--- src/rtl/mac_pkg.sv ---
// Shared types, defaults and width helpers for the MAC accumulator stage.
package mac_pkg;

    localparam int unsigned N_TERMS_DEF = 4;
    localparam int unsigned ACC_W_DEF   = 10;
    localparam int unsigned OP_W        = 4;
    localparam int unsigned PROD_W      = 8;

    typedef enum logic [2:0] {
        ST_IDLE  = 3'd0,
        ST_ISSUE = 3'd1,
        ST_WAIT  = 3'd2,
        ST_ACCUM = 3'd3,
        ST_HOLD  = 3'd4
    } state_e;

    // Operand pair as handed to the multiplier.
    typedef struct packed {
        logic [OP_W-1:0] a;
        logic [OP_W-1:0] b;
    } operand_t;

    // Ceiling log2; clog2(0) and clog2(1) both return 0.
    function automatic int unsigned clog2(input int unsigned v);
        int unsigned r;
        r = 0;
        for (int unsigned i = 0; i < 32; i++) begin
            if ((64'd1 << i) < 64'(v)) begin
                r = i + 1;
            end
        end
        return r;
    endfunction

    // Term counter width, never narrower than one bit.
    function automatic int unsigned cnt_width(input int unsigned n_terms);
        return (clog2(n_terms) < 1) ? 1 : clog2(n_terms);
    endfunction

endpackage

--- src/rtl/mac_acc_reg.sv ---
// Accumulator register with adder, clear/load and sticky overflow flag.
// MAC_ACC_SAT_EN: saturate to all-ones on carry instead of wrapping.
module mac_acc_reg
    import mac_pkg::*;
#(
    parameter int unsigned ACC_W = ACC_W_DEF
) (
    input  logic              clk,
    input  logic              rst,
    input  logic              clr_i,
    input  logic              load_i,
    input  logic [PROD_W-1:0] add_i,
    output logic [ACC_W-1:0]  acc_o,
    output logic              ovf_o
);

    localparam int unsigned SUM_W = ACC_W + 1;

    logic [ACC_W-1:0] acc_q, acc_d;
    logic             ovf_q, ovf_d;
    logic [SUM_W-1:0] sum_c;
    logic             carry_c;

    // Clear wins over load; the carry bit drives both overflow and saturation.
    always_comb begin
        sum_c   = {1'b0, acc_q} + SUM_W'(add_i);
        carry_c = sum_c[ACC_W];
        acc_d   = acc_q;
        ovf_d   = ovf_q;
        if (clr_i) begin
            acc_d = '0;
            ovf_d = 1'b0;
        end else if (load_i) begin
`ifdef MAC_ACC_SAT_EN
            acc_d = carry_c ? '1 : sum_c[ACC_W-1:0];
`else
            acc_d = sum_c[ACC_W-1:0];
`endif
            ovf_d = ovf_q | carry_c;
        end
    end

    always_ff @(posedge clk or negedge rst) begin
        if (!rst) begin
            acc_q <= '0;
            ovf_q <= 1'b0;
        end else begin
            acc_q <= acc_d;
            ovf_q <= ovf_d;
        end
    end

    assign acc_o = acc_q;
    assign ovf_o = ovf_q;

endmodule

--- src/rtl/mac_accumulator.sv ---
// Issues operand pairs to the sequential multiplier and sums N_TERMS products.
// Optional MAC_ACC_SAT_EN (in mac_acc_reg) selects saturating accumulation.
module mac_accumulator
    import mac_pkg::*;
#(
    parameter int unsigned N_TERMS = N_TERMS_DEF,
    parameter int unsigned ACC_W   = ACC_W_DEF
) (
    input  logic              clk,
    input  logic              rst,
    input  logic              in_valid,
    output logic              in_ready,
    input  logic [OP_W-1:0]   a_in,
    input  logic [OP_W-1:0]   b_in,
    output logic              mul_start,
    output logic [OP_W-1:0]   mul_a,
    output logic [OP_W-1:0]   mul_b,
    input  logic [PROD_W-1:0] mul_out,
    input  logic              mul_done,
    output logic [ACC_W-1:0]  acc_out,
    output logic              acc_valid,
    input  logic              acc_ready,
    output logic              overflow
);

    localparam int unsigned     CNT_W = cnt_width(N_TERMS);
    localparam logic [CNT_W-1:0] LAST  = CNT_W'(N_TERMS - 1);

    state_e           state_q, state_d;
    logic [CNT_W-1:0] cnt_q, cnt_d;
    operand_t         op_q, op_d;
    logic             done_q;
    logic             done_evt_c;
    logic             last_c;
    logic             acc_clr_c;
    logic             acc_load_c;

    // Only a rising edge of mul_done counts; a level already high is stale.
    assign done_evt_c = mul_done & ~done_q;
    assign last_c     = (cnt_q == LAST);

    always_ff @(posedge clk or negedge rst) begin
        if (!rst) begin
            state_q <= ST_IDLE;
        end else begin
            state_q <= state_d;
        end
    end

    always_comb begin
        state_d = state_q;
        case (state_q)
            ST_IDLE:  if (in_valid)   state_d = ST_ISSUE;
            ST_ISSUE:                 state_d = ST_WAIT;
            ST_WAIT:  if (done_evt_c) state_d = ST_ACCUM;
            ST_ACCUM:                 state_d = last_c ? ST_HOLD : ST_IDLE;
            ST_HOLD:  if (acc_ready)  state_d = ST_IDLE;
            default:                  state_d = ST_IDLE;
        endcase
    end

    always_comb begin
        in_ready   = 1'b0;
        mul_start  = 1'b0;
        acc_valid  = 1'b0;
        acc_load_c = 1'b0;
        acc_clr_c  = 1'b0;
        case (state_q)
            ST_IDLE:  in_ready   = 1'b1;
            ST_ISSUE: mul_start  = 1'b1;
            ST_ACCUM: acc_load_c = 1'b1;
            ST_HOLD: begin
                acc_valid = 1'b1;
                acc_clr_c = acc_ready;
            end
            default: ;
        endcase
    end

    // Operand capture and term counter.
    always_comb begin
        op_d  = op_q;
        cnt_d = cnt_q;
        if ((state_q == ST_IDLE) && in_valid) begin
            op_d.a = a_in;
            op_d.b = b_in;
        end
        if (state_q == ST_ACCUM) begin
            cnt_d = last_c ? '0 : cnt_q + CNT_W'(1);
        end
    end

    always_ff @(posedge clk or negedge rst) begin
        if (!rst) begin
            op_q   <= '0;
            cnt_q  <= '0;
            done_q <= 1'b0;
        end else begin
            op_q   <= op_d;
            cnt_q  <= cnt_d;
            done_q <= mul_done;
        end
    end

    assign mul_a = op_q.a;
    assign mul_b = op_q.b;

    mac_acc_reg #(
        .ACC_W (ACC_W)
    ) u_acc (
        .clk    (clk),
        .rst    (rst),
        .clr_i  (acc_clr_c),
        .load_i (acc_load_c),
        .add_i  (mul_out),
        .acc_o  (acc_out),
        .ovf_o  (overflow)
    );

endmodule

--- config.mk ---
export PLATFORM = sky130hd
export DESIGN_NAME = mac_accumulator
export DESIGN_NICKNAME = d
export VERILOG_FILES = /design/src/rtl/mac_pkg.sv /design/src/rtl/mac_acc_reg.sv /design/src/rtl/mac_accumulator.sv
export SDC_FILE = /design/constraint.sdc
export NUM_CORES = 1
export LEC_CHECK = 0
export CORE_ASPECT_RATIO = 1.5
export CORE_MARGIN = 2
export CORE_UTILIZATION = 49
export DETAILED_ROUTE_END_ITERATION = 8
export PLACE_DENSITY = 0.88
export SYNTH_ARGS = -nofsm -noshare
export SYNTH_HDL_FRONTEND = slang
export SYNTH_SLANG_ARGS = --single-unit
--- constraint.sdc ---
create_clock -name clk -period 3.2 [get_ports clk]
set_input_delay 0.64 -clock clk [delete_from_list [all_inputs] [get_ports clk]]
set_output_delay 0.64 -clock clk [all_outputs]
set_load 0.01 [all_outputs]
==> qor.yml <==
logic_synthesis:
  synth_cell_type_count: 32
  synth-seq-cells: 25
  synth.top_cell.area_share_pct: 45.8
  yosys-top-cells-area: "dfrtp_1 46%, ha_1 8.2%, mux2_2 6.6%"
  mappedNetlistArea_um2: 1370
  netlist_instances: 128
  synthesis.yosys.warnings: 0
  post_synth.cell_area_avg_um2: 10.7
  synth_largest_area_cell: "dfrtp_1"
  synth_sequential_area_ratio_pct: 45.8
  syn-num-nets: 159
pwr:
  static-leakage-power_nw: 0.842
  total_power_mw: 1.74
  power_per_cell_area_nw_per_um2: 940
  max-vdd-ir-drop_mv: 0.562
routing:
  route.final.wire_length_um: 2950
  vias_per_cell: 5.35
  dr_total_vias: 1107
  post_route_drc: 0
  first_pass_iters: 4
  initial_detailed_routing_violation_count: 15
  ant_nets: 0
  drt-wirelength-per-cell_um: 14.2
critical_path:
  critPathKind: "primary input to register"
  worst_ep_required_time_ns: 3.39
  crit_fanout: 2
  critPathBufInv: 2
  r2r_end: "u_acc.ovf_o"
  crit_path_max_incr_delay_ns: 0.48
  r2r.worst_path.cells: 8
  timing.critical_path.cells: "clkdlybuf4s50_1 > ha_1 > inv_1 > fa_1 > nor2b_1 > o2111ai_1 > a31oi_1 > o2111ai_1 > a21oi_1"
  crit_path_top_delay_cell: "clkdlybuf4s50_1"
  timing.critical_path.arrival_ns: 2.63
  worst_r2r_startpoint: "u_acc.acc_o[0]"
  critPathMostFrequentCell: "o2111ai_1"
  type_of_origin_of_the_critical_path: "primary input"
  reg2reg_setup_slack_ns: 1.23
  critical_path_s_top_delay_family: "compound AO/OA/AOI/OAI gates"
  critPathCaptureType: "register"
finish:
  share_of_post_route_cells_with_drive_strength_above_1_pct: 8.24
  final_core_util_pct: 69.1
  num-fill-cells: 208
  antennaDiodeCount: 0
  syn_to_final_growth_pct: 35.4
  mostFrequentLayoutCell: "clkdlybuf4s50_1"
  final_cell_mix: "42 x clkdlybuf4s50_1, 25 x dfrtp_1, 18 x nand2_1"
  fin_nets: 202
global_route:
  antenna_found_initial: 0
  grt_pass1_vias: 1208
  groute.usage.overall_pct: 20.7
  grt_start_max_net_pins: 26
  global_route_wire_length_before_repair_um: 4910
  gr-total-overflow: 0
clocking:
  clk_pin_slew_ns: 0.08
  clock_insertion_delay_worst_skew_ns: 0.26
  cts_repair_resize_count: 0
  cts-root-to-sink-buffers: 2
  cts_hold_repair.buffers: 0
  cts_sinks: 25
  cts_tree: "done"
  postCtsSetupRepairBufs: 0
  cts-root-buf: "clkbuf_8"
  cts-htree-levels: 1
  clock_buffers_created_by_tritoncts: 3
die:
  io-pin-count: 43
  die_y_um: 68.6
  placementRows: 23
  dieArea_um2: 3230
  dieWidth_um: 47.1
  coreArea_um2: 2680
  floorplan.initialDensity_pct: 51.0
place:
  detailed_place_hpwl_um: 2250
  port_buffers: 42
  gpl.final_weighted_congestion: 0.858
  dp_slack_ns: 0.514
timing:
  max_slew_margin_pct: 62.1
  final-max-slew-violation-count: 0
  fin_tns_setup_ns: 0
  achievable-frequency_mhz: 409
  setup_ws_ns: 0.753
  final.min_clock_period_ns: 2.45
  report.final.setup_viol: 0
  whs_ns: 0.503
  post-route-period-util_pct: 76.5
  worst-slew-pin-transition_ns: 0.567
  finClkSkew_ns: 0.00179
  rsz0062_at_grt: "false"
  final-hold-violation-count: 0
min_path:
  hold_path_depth: 2
  worst_hold_startpoint: "cnt_q[1]"
  hold_removal_path_class: "register to register"
  whs_endpoint: "cnt_q[1]"
run:
  cap_violations: 0
run_status:
  run_status: "finished clean"
==> worst min-delay path, delay by kind of cell, from the launching register on <==
kind          cells  cell delay [ns]
flops             1             0.36
simple gates      2             0.12
==> area by class of cell <==
cell class	instances	area, um^2	area share (%)
repair buffers	43	428	23.2
inverters	6	22.5	1.22
well taps	37	46.3	2.51
multi-input cells	92	681	36.8
flip-flops and latches	25	626	33.9
clock buffers	4	45.0	2.44
==> Yosys cell counts <==
cell type / number
a211oi_1: 1
a211oi_4: 1
a21o_1: 5
a21oi_1: 5
a31oi_1: 1
and2_1: 1
and3_1: 4
and3b_1: 1
buf_2: 2
buf_4: 2
buf_6: 1
dfrtp_1: 25
fa_1: 1
ha_1: 9
inv_1: 6
mux2_2: 8
mux2i_1: 2
nand2_1: 18
nand2b_1: 2
nand3_1: 2
nand3b_1: 1
nor2_1: 4
nor2b_1: 2
nor3_1: 3
nor3b_1: 1
o2111ai_1: 2
o21ai_0: 3
o21bai_1: 1
o22ai_1: 5
o22ai_2: 1
xnor2_1: 6
xor2_1: 2
==> worst max path at each step <==
| stage | startpoint | end | cells past startpoint |
|---|---|---|---|
| 2_1_floorplan | mul_out[0] | u_acc.acc_o[8] | 8 |
| 4_1_cts | mul_out[0] | u_acc.ovf_o | 9 |
| 3_3_place_gp | mul_out[0] | u_acc.acc_o[8] | 9 |
| 3_5_place_dp | mul_out[0] | u_acc.acc_o[8] | 9 |
| 5_1_grt | mul_out[0] | u_acc.ovf_o | 9 |
| 6_report | mul_out[0] | u_acc.ovf_o | 9 |
==> registers in the layout, summed over array words and instances (netlist names) <==
signal,flops
u_acc.acc_o,10
u_acc.ovf_o,1
state_q,3
mul_b,4
mul_a,4
cnt_q,2
done_q,1
==> routing by layer <==
| metal | share of wire, % | track usage, % | wire length [um] |
|---|---|---|---|
| met4 | 0.58 | 6.94 | 17 |
| met1 | 35 | 23.2 | 1050 |
| met3 | 4.9 | 2.86 | 145 |
| met5 | 0 | 0 | 0 |
| met2 | 59 | 38.4 | 1740 |
==> per-stage QoR <==
stage / cell area (um^2) / instances
floorplan: 1370 / 128
global placement: 1800 / 203
detailed placement: 1800 / 203
CTS: 1850 / 207
global route: 1850 / 207
finish: 1850 / 207
==> logic make-up (layout without fill, tap and decap cells) <==
kind of cell	count (synthesis)	in the layout	share of synthesized area, %
compound gates	25	25	13.2
buf+inv	11	53	4.31
xor+xnor	8	8	5.13
flops	25	25	45.8
fa+ha+maj	10	10	9.72
mux	10	10	8.07
simple gates	39	39	13.7
==> where the power goes <==
group	total [mW]	leakage, nW	switching [mW]	internal [mW]
sequential	0.584	0.302	0.121	0.463
combinational	0.970	0.517	0.431	0.539
clock	0.182	0.0228	0.0930	0.0889
Power figures use the tool's default switching activity.
